File: config.mk
export PLATFORM = sky130hd
export DESIGN_NAME = issue_queue
export DESIGN_NICKNAME = d
export VERILOG_FILES = /design/src/rtl/issue_queue_pkg.sv /design/src/rtl/issue_queue_classify.sv /design/src/rtl/issue_queue.sv
export SDC_FILE = /design/constraint.sdc
export NUM_CORES = 1
export LEC_CHECK = 0
export CAP_MARGIN = 20
export CORE_ASPECT_RATIO = 0.8
export CORE_MARGIN = 3
export CORE_UTILIZATION = 40
export CTS_CLUSTER_SIZE = 30
export DETAILED_ROUTE_END_ITERATION = 10
export GPL_TIMING_DRIVEN = 0
export SYNTH_ARGS = -nofsm -noshare
export SYNTH_HDL_FRONTEND = slang
export SYNTH_SLANG_ARGS = --single-unit
File: constraint.sdc
create_clock -name clk_in -period 9.52 [get_ports clk_in]
set_clock_uncertainty 0.15 [all_clocks]
set_input_delay 0.952 -clock clk_in [delete_from_list [all_inputs] [get_ports clk_in]]
set_output_delay 0.952 -clock clk_in [all_outputs]
set_load 0.005 [all_outputs]
File: src/rtl/issue_queue_pkg.sv
// issue_queue_pkg: shared opcodes, widths and entry types for the issue queue and dispatcher
package issue_queue_pkg;
    localparam logic [6:0] LOAD_OPCODE = 7'b0000011;
    localparam logic [6:0] STORE_OPCODE = 7'b0100011;
    localparam logic [31:0] ZERO_WORD = 32'h0;
    localparam int IQ_DEPTH = 16;
    localparam int IQ_ADDR_WIDTH = 4;
    typedef struct packed {
        logic [31:0] inst;
        logic [31:0] pc;
        logic [31:0] predict_pc;
    } iq_entry_t;
    typedef enum logic {TGT_RS, TGT_LSB} target_t;
endpackage

File: src/rtl/issue_queue_classify.sv
// iq_target_classify: maps an instruction opcode to the reservation station or load/store buffer
module iq_target_classify
    import issue_queue_pkg::*;
(
    input  logic [31:0] inst,
    output target_t     target
);
    always_comb begin
        target = (inst[6:0] == LOAD_OPCODE || inst[6:0] == STORE_OPCODE) ? TGT_LSB : TGT_RS;
    end
endmodule

File: src/rtl/issue_queue.sv
// issue_queue: in-order instruction FIFO issuing one head entry per cycle when downstream can accept
module issue_queue
    import issue_queue_pkg::*;
#(
    parameter int DEPTH = IQ_DEPTH,
    parameter int ADDR_WIDTH = IQ_ADDR_WIDTH
) (
    input  logic                  clk_in,
    input  logic                  rst_in,
    input  logic                  rdy_in,
    input  logic                  fet_valid_in,
    input  logic [31:0]           fet_inst_in,
    input  logic [31:0]           fet_pc_in,
    input  logic [31:0]           fet_predict_pc_in,
    output logic                  fet_full_out,
    input  logic                  rob_full_in,
    input  logic                  rs_full_in,
    input  logic                  lsb_full_in,
    input  logic                  rob_rollback_in,
    output logic                  dec_issue_out,
    output logic [31:0]           dec_inst_out,
    output logic [31:0]           dec_pc_out,
    output logic [31:0]           dec_predict_pc_out,
    output logic [ADDR_WIDTH:0]   count_out
);
    iq_entry_t mem [DEPTH];
    iq_entry_t head_entry;
    logic [ADDR_WIDTH-1:0] head, tail;
    logic [ADDR_WIDTH:0] count;
    logic empty, active, push, pop;
    target_t target;

    iq_target_classify u_classify (
        .inst   (head_entry.inst),
        .target (target)
    );

    assign empty = count == '0;
    assign active = rdy_in && !rst_in && !rob_rollback_in;
    assign fet_full_out = count == (ADDR_WIDTH+1)'(DEPTH);
    assign head_entry = empty ? iq_entry_t'{ZERO_WORD, ZERO_WORD, ZERO_WORD} : mem[head];
    assign push = active && fet_valid_in && !fet_full_out;
    assign pop = active && !empty && !rob_full_in && (target == TGT_LSB ? !lsb_full_in : !rs_full_in);
    assign dec_issue_out = pop;
    assign dec_inst_out = head_entry.inst;
    assign dec_pc_out = head_entry.pc;
    assign dec_predict_pc_out = head_entry.predict_pc;
    assign count_out = count;

    always_ff @(posedge clk_in) begin
        if (rst_in || rob_rollback_in) begin
            head <= '0;
            tail <= '0;
            count <= '0;
        end else begin
            if (push) tail <= tail + 1'b1;
            if (pop) head <= head + 1'b1;
            count <= count + (ADDR_WIDTH+1)'(push) - (ADDR_WIDTH+1)'(pop);
        end
    end

    // storage is deliberately left unreset; count gates every read
    always_ff @(posedge clk_in) begin
        if (push) mem[tail] <= iq_entry_t'{fet_inst_in, fet_pc_in, fet_predict_pc_in};
    end
endmodule

==> impl_metrics.json, run 1 <==
{
  "syn2layout_area_growth_pct": 17.57,
  "placed_cells": 4581,
  "p_sw_mw": 2.557,
  "ir_worst_vdd_v": 0.0001291,
  "path_class": "reg -> out",
  "pwr-share-comb_pct": 1.4,
  "hold_path.class": "reg -> reg",
  "required_ns": 8.42,
  "clockBufferDepth": 3,
  "grt_pass1_vias": 28410,
  "wl_mm": 147.9,
  "maxSlewViolCount": 0,
  "final_core_util_pct": 47.60,
  "cp_max_fo": 10,
  "layout.nets": 2886,
  "period_needed_ns": 6.129,
  "critPathMaxStageDelay_ns": 0.54,
  "grt-ovfl-total": 0,
  "dr.max_layer_used": "met5",
  "initial_core_util_pct": 40.48,
  "synth_mux_area_share_pct": 18.12,
  "synth-simple-area-share_pct": 1.614,
  "crit_path_frequent_cell": "buf_2",
  "initialDrtViolationCount": 3404,
  "cts-root-buf": "clkbuf_16",
  "cts_hold_buf": 0,
  "status": "finished clean",
  "clk_latency_ns": 0.76,
  "route.detailed.wl_per_inst_um": 30.45,
  "dpl_worst_slack_ns": 4.057,
  "die_y_um": 349.9,
  "die_w_um": 435.9,
  "p_per_area_nw_per_um2": 193.2,
  "rrSetupSlack_ns": 4.82,
  "grt_pass1_wl_mm": 209.5,
  "clk_pin_slew_ns": 0.06,
  "ys_seq_area_share_pct": 78.57,
  "internal-power_mw": 10.88,
  "met2WireLength_mm": 74.16,
  "dp_hpwl_mm": 85.90,
  "clkPwrFrac_pct": 42.6,
  "finalSetupViolations": 0,
  "cts_buffers": 149,
  "final-hold-violation-count": 0,
  "multi_input_area_um2": 12120,
  "end_kind": "output port",
  "num_rows": 125,
  "viasPerCell": 5.572,
  "antenna_found_initial": 22,
  "path_cells": "buf_2 -> buf_2 -> buf_2 -> clkbuf_1 -> buf_8 -> buf_2 -> mux4_2 -> mux4_2 -> nor2b_1 -> clkdlybuf4s50_1",
  "io_buffers": 206,
  "fmax_mhz": 163.2,
  "ios": 207,
  "fillers": 11640,
  "remaining_drc_errors": 0,
  "slew_headroom_pct": 31.29,
  "gp_congestion": 0.7453,
  "cts_resized": 0,
  "post_synth.cell_area_avg_um2": 24.99,
  "synth_ff_type": "edfxtp_1",
  "grt_max_degree": 44,
  "max_cap_violations": 0,
  "worstSetupStartpointType": "flip-flop",
  "grt_setup_unrepaired": "no",
  "critPathCapture": "dec_predict_pc_out[23]",
  "arrival_ns": 5.03,
  "layout-drive-gt1-share_pct": 28.42,
  "cts_setup_buffers": 0,
  "holdWs_ns": 0.3460,
  "yosysWarningCount": 0,
  "synth_fp_nets": 2482,
  "cpMaxStageDelayCell": "clkdlybuf4s50_1",
  "register_area_um2": 46460,
  "die_area_um2": 152500,
  "fin_area_um2": 69530,
  "min-delay-start": "head[3]",
  "met1_length_mm": 58.63,
  "rr_worst_depth": 16,
  "fin_crit_sh_pct": 64.38,
  "synthCells": 2366,
  "tightest_slew_ns": 1.031,
  "syn_area_um2": 59130,
  "seqPwrFrac_pct": 56.0,
  "fp.coreArea_um2": 146100,
  "antenna_left": 0,
  "ys_ff_latch": 1553,
  "final.setup.tns_ns": 0,
  "instances_no_fill": 4857,
  "firstDrtPassIters": 6,
  "worst_slack_ns": 3.391,
  "place_area_um2": 64720,
  "cts.sinks": 1553,
  "vias": 27060,
  "synth_edf_count": 1536,
  "async_reset_ff_share_pct": 0,
  "p_leak_nw": 20.99,
  "power_mw": 13.44,
  "synth_top_family_by_area": "multiplexers",
  "yosys.cell_types.count": 46,
  "track_usage_pct": 19.41,
  "r2r-end": "count_out[4]",
  "synth_compound_area_share_pct": 0.3258,
  "swShare_pct": 19.03,
  "synth_xor_area_share_pct": 0.08887,
  "met3_length_mm": 11.30,
  "cts_max_level": 4,
  "cts_tree": "done",
  "synthAdderAreaFrac_pct": 0.2666
}
==> power by group through the flow <==
| stage | clock network (mW) | registers, mW | logic [mW] |
|---|---|---|---|
| floorplan | 0 | 7.67 | 0.0326 |
| global placement | 0 | 7.67 | 0.165 |
| detailed placement | 0 | 7.67 | 0.184 |
| CTS | 5.83 | 7.52 | 0.184 |
| global route | 6.13 | 7.52 | 0.199 |
| finish | 5.73 | 7.52 | 0.184 |
==> critical path, delay by kind of cell (launching register included) <==
kind / cells / cell delay [ns]
buffers and inverters: 7 / 2.76
muxes: 2 / 0.87
DFF: 1 / 0.39
and+or+nand+nor: 1 / 0.22
==> cell usage in the layout, fill, tap and decap left out, types with 4 or more instances in the layout <==
cell type / synthesis / routed
edfxtp_1: 1536 / 1536
a21oi_1: 4 / 4
clkdlybuf4s50_1: 0 / 206
and2_4: 0 / 16
clkbuf_16: 0 / 153
nand2_1: 9 / 9
buf_8: 0 / 10
dfxtp_1: 17 / 17
bufinv_16: 0 / 13
diode_2: 0 / 7
mux2i_1: 6 / 6
clkinv_8: 0 / 4
buf_6: 1 / 5
a22o_1: 4 / 4
clkbuf_1: 34 / 59
buf_1: 6 / 6
o22ai_1: 4 / 4
ha_1: 11 / 11
buf_2: 76 / 76
buf_16: 0 / 31
inv_1: 10 / 10
nand3_1: 5 / 5
nor2_1: 15 / 15
nor2b_1: 96 / 96
clkinv_1: 0 / 38
mux4_2: 468 / 468
inv_6: 0 / 4
clkinv_2: 0 / 21
==> registers in the layout (all words and copies together), names as in the netlist, named ones only <==
| name | cells |
|---|---|
| mem | 1536 |
| head | 4 |
| tail | 4 |
| count_out | 5 |
==> cells by family after synthesis <==
family / Yosys count
flops: 1553
mux: 480
simple gates: 160
buf+inv: 128
compound gates: 27
fa+ha+maj: 12
xor+xnor: 6
==> area by class of cell <==
class / count / share of cell area [%]
sequential: 1553 / 66.83
multi-input combinational: 685 / 17.43
clock buffer: 178 / 5.642
timing repair buffer: 253 / 4.531
tap: 1968 / 3.542
clock inverter: 85 / 1.137
buffer: 118 / 0.8080
inverter: 10 / 0.05399
antenna: 7 / 0.02519
==> synthesized netlist by cell type (2+ instances only) <==
cell | n | area, µm²
clkbuf_1 | 34 | 127.6
nor2_1 | 15 | 56.30
mux4_2 | 468 | 10540
and2_1 | 19 | 118.9
or2_2 | 2 | 12.51
dfxtp_1 | 17 | 340.3
mux4_1 | 3 | 78.83
a21oi_1 | 4 | 20.02
buf_2 | 76 | 380.4
mux2i_1 | 6 | 60.06
nand2b_1 | 2 | 12.51
nand3_1 | 5 | 25.02
inv_1 | 10 | 37.54
xor2_1 | 3 | 26.28
a21o_1 | 2 | 15.01
o31ai_1 | 3 | 22.52
nor3_1 | 2 | 10.01
ha_1 | 11 | 137.6
nand2_1 | 9 | 33.78
o22ai_1 | 4 | 25.02
edfxtp_1 | 1536 | 46120
buf_1 | 6 | 22.52
xnor2_1 | 3 | 26.28
mux2_2 | 3 | 33.78
a22o_1 | 4 | 35.03
nor2b_1 | 96 | 600.6
a211oi_1 | 2 | 15.01
a22oi_1 | 3 | 22.52
==> worst min-delay path by stage <==
stage                 to  depth (start not counted)  slack [ns]
5_1_grt          head[3]                          1        0.39
3_3_place_gp     head[3]                          1        0.31
3_5_place_dp   flip-flop                          1        0.33
2_1_floorplan  flip-flop                          1        0.28
4_1_cts        flip-flop                          1        0.35
6_report         head[3]                          1        0.35
==> metal layers <==
| layer | up-vias | global-route usage, % |
|---|---|---|
| met5 | - | 0 |
| met4 | 10 | 6.091 |
| met3 | 231 | 4.060 |
| met2 | 1134 | 32.56 |
| met1 | 14650 | 25.62 |
| li1 | 11040 | - |
(Power assumes the default switching activity.)
==> run 2: changes to the inputs <==
Clock period 9.52 ns to 5.4 ns, I/O delays scaled along.
==> impl_metrics.json, run 2 (synthesized netlist as in run 1, its figures left out) <==
{
  "status": "finished clean",
  "io_buffers": 206,
  "cpMaxStageDelayCell": "clkdlybuf4s50_1",
  "initialDrtViolationCount": 3498,
  "p_per_area_nw_per_um2": 340.5,
  "initial_core_util_pct": 40.48,
  "cp_max_fo": 10,
  "rrSetupSlack_ns": 0.69,
  "layout.nets": 2886,
  "antenna_found_initial": 22,
  "final_cell_mix": "edfxtp_1 (1536), mux4_2 (468), clkdlybuf4s50_1 (205)",
  "largest_register_ffs": 1536,
  "grt_setup_unrepaired": "no",
  "die_area_um2": 152500,
  "final-hold-violation-count": 0,
  "cts.sinks": 1553,
  "maxSlewViolCount": 0,
  "grt-ovfl-total": 0,
  "syn2layout_area_growth_pct": 17.61,
  "cts-root-buf": "clkbuf_16",
  "clockBufferDepth": 3,
  "track_usage_pct": 19.41,
  "place_area_um2": 64720,
  "critPathMaxStageDelay_ns": 0.52,
  "rr_worst_depth": 15,
  "fin_area_um2": 69550,
  "final_common_cell": "edfxtp_1",
  "wl_mm": 147.8,
  "met1_usage_pct": 25.62,
  "clk_pin_slew_ns": 0.06,
  "end_kind": "output port",
  "slew_headroom_pct": 31.38,
  "hold_path.class": "reg -> reg",
  "min-delay-start": "head[3]",
  "route.detailed.wl_per_inst_um": 30.43,
  "regMostFlops": "mem",
  "worstSetupStartpointType": "flip-flop",
  "fmax_mhz": 192.6,
  "cts_setup_buffers": 0,
  "ios": 207,
  "die_y_um": 349.9,
  "instances_no_fill": 4857,
  "viasPerCell": 5.578,
  "arrival_ns": 4.50,
  "ir_worst_vdd_v": 0.0002278,
  "clk_latency_ns": 0.76,
  "path_class": "reg -> out",
  "p_leak_nw": 21.00,
  "register_area_um2": 46460,
  "gr-usage-met3_pct": 4.060,
  "antenna_left": 0,
  "grt-busiest-layer": "met2",
  "num_rows": 125,
  "period_needed_ns": 5.193,
  "vias": 27090,
  "path_cells": "buf_2 -> clkbuf_4 -> buf_6 -> clkbuf_2 -> buf_8 -> buf_2 -> mux4_2 -> mux4_2 -> nor2b_1 -> clkdlybuf4s50_1",
  "placed_cells": 4581,
  "grt_use_met2_pct": 32.56,
  "grt_pass1_wl_mm": 209.5,
  "gp_congestion": 0.7453,
  "grt_pass1_vias": 28410,
  "remaining_drc_errors": 0,
  "fillers": 11630,
  "finalSetupViolations": 0,
  "fin_crit_sh_pct": 96.17,
  "min_path_cells": 1,
  "multi_input_area_um2": 12120,
  "cts_tree": "done",
  "layout-drive-gt1-share_pct": 28.52,
  "dp_hpwl_mm": 85.90,
  "tightest_slew_ns": 1.029,
  "die_w_um": 435.9,
  "cts_buffers": 149,
  "required_ns": 4.71,
  "cts_max_level": 4,
  "grt_max_degree": 44,
  "fp.coreArea_um2": 146100,
  "max_cap_violations": 0,
  "firstDrtPassIters": 5
}
## run 2: worst max-delay path, delay by kind of cell (launching register included)
| kind | cells | cell delay (ns) |
|---|---|---|
| buffers and inverters | 7 | 2.27 |
| flip-flops | 1 | 0.39 |
| AND/OR/NAND/NOR | 1 | 0.21 |
| multiplexers | 2 | 0.84 |
## run 2: repair_timing
action	in CTS	in global routing
gates resized for setup	9	2
hold buffers	0	0
gates cloned	0	0
setup endpoints to repair	90	4
## run 2: cell type report
type,count,share of cell area (%)
diodes,7,0.02519
plain buffers,118,0.8383
clock buffers,178,5.640
clock inverters,85,1.137
inverters,10,0.05397
multi-input cells,685,17.43
flip-flops and latches,1553,66.81
well taps,1968,3.540
repair buffers,253,4.528
## run 2: routing by layer
layer / vias to the layer above / part of all wire (%) / wire length [µm]
met3: 230 / 7.5 / 11040
met1: 14660 / 40 / 58770
met2: 1150 / 50 / 74120
met4: 10 / 2.6 / 3816
li1: 11040 / - / -
met5: - / 0.039 / 57
## run 2: path summary, 6_finish.rpt
| check | endpoint |
|---|---|
| setup / recovery | dec_pc_out[3] |
| hold / removal | head[3] |
| hold reg to reg | head[3] |
| setup reg to reg | count_out[4] |
## run 2: through the flow
stage / power, mW / worst slack (ns) / hold slack, ns / TNS [ns] / utilization [%]
3_3_place_gp: 13.81 / -3.215 / 0.3119 / -4596.61 / 43.58
6_report: 23.68 / 0.2070 / 0.3531 / 0 / 47.61
3_5_place_dp: 13.84 / 0.3494 / 0.3332 / 0 / 44.30
5_1_grt: 24.41 / 0.04366 / 0.3933 / 0 / 47.60
2_1_floorplan: 13.58 / 0.8970 / 0.2800 / 0 / -
4_1_cts: 23.87 / 0.006127 / 0.3502 / 0 / 47.54
## run 2: power breakdown
group	leakage, nW	switching [mW]	internal [mW]
Combinational	4.75	0.203	0.120
Sequential	13.9	0.00383	13.3
Clock	2.30	4.29	5.80
Total	21.0	4.50	19.2
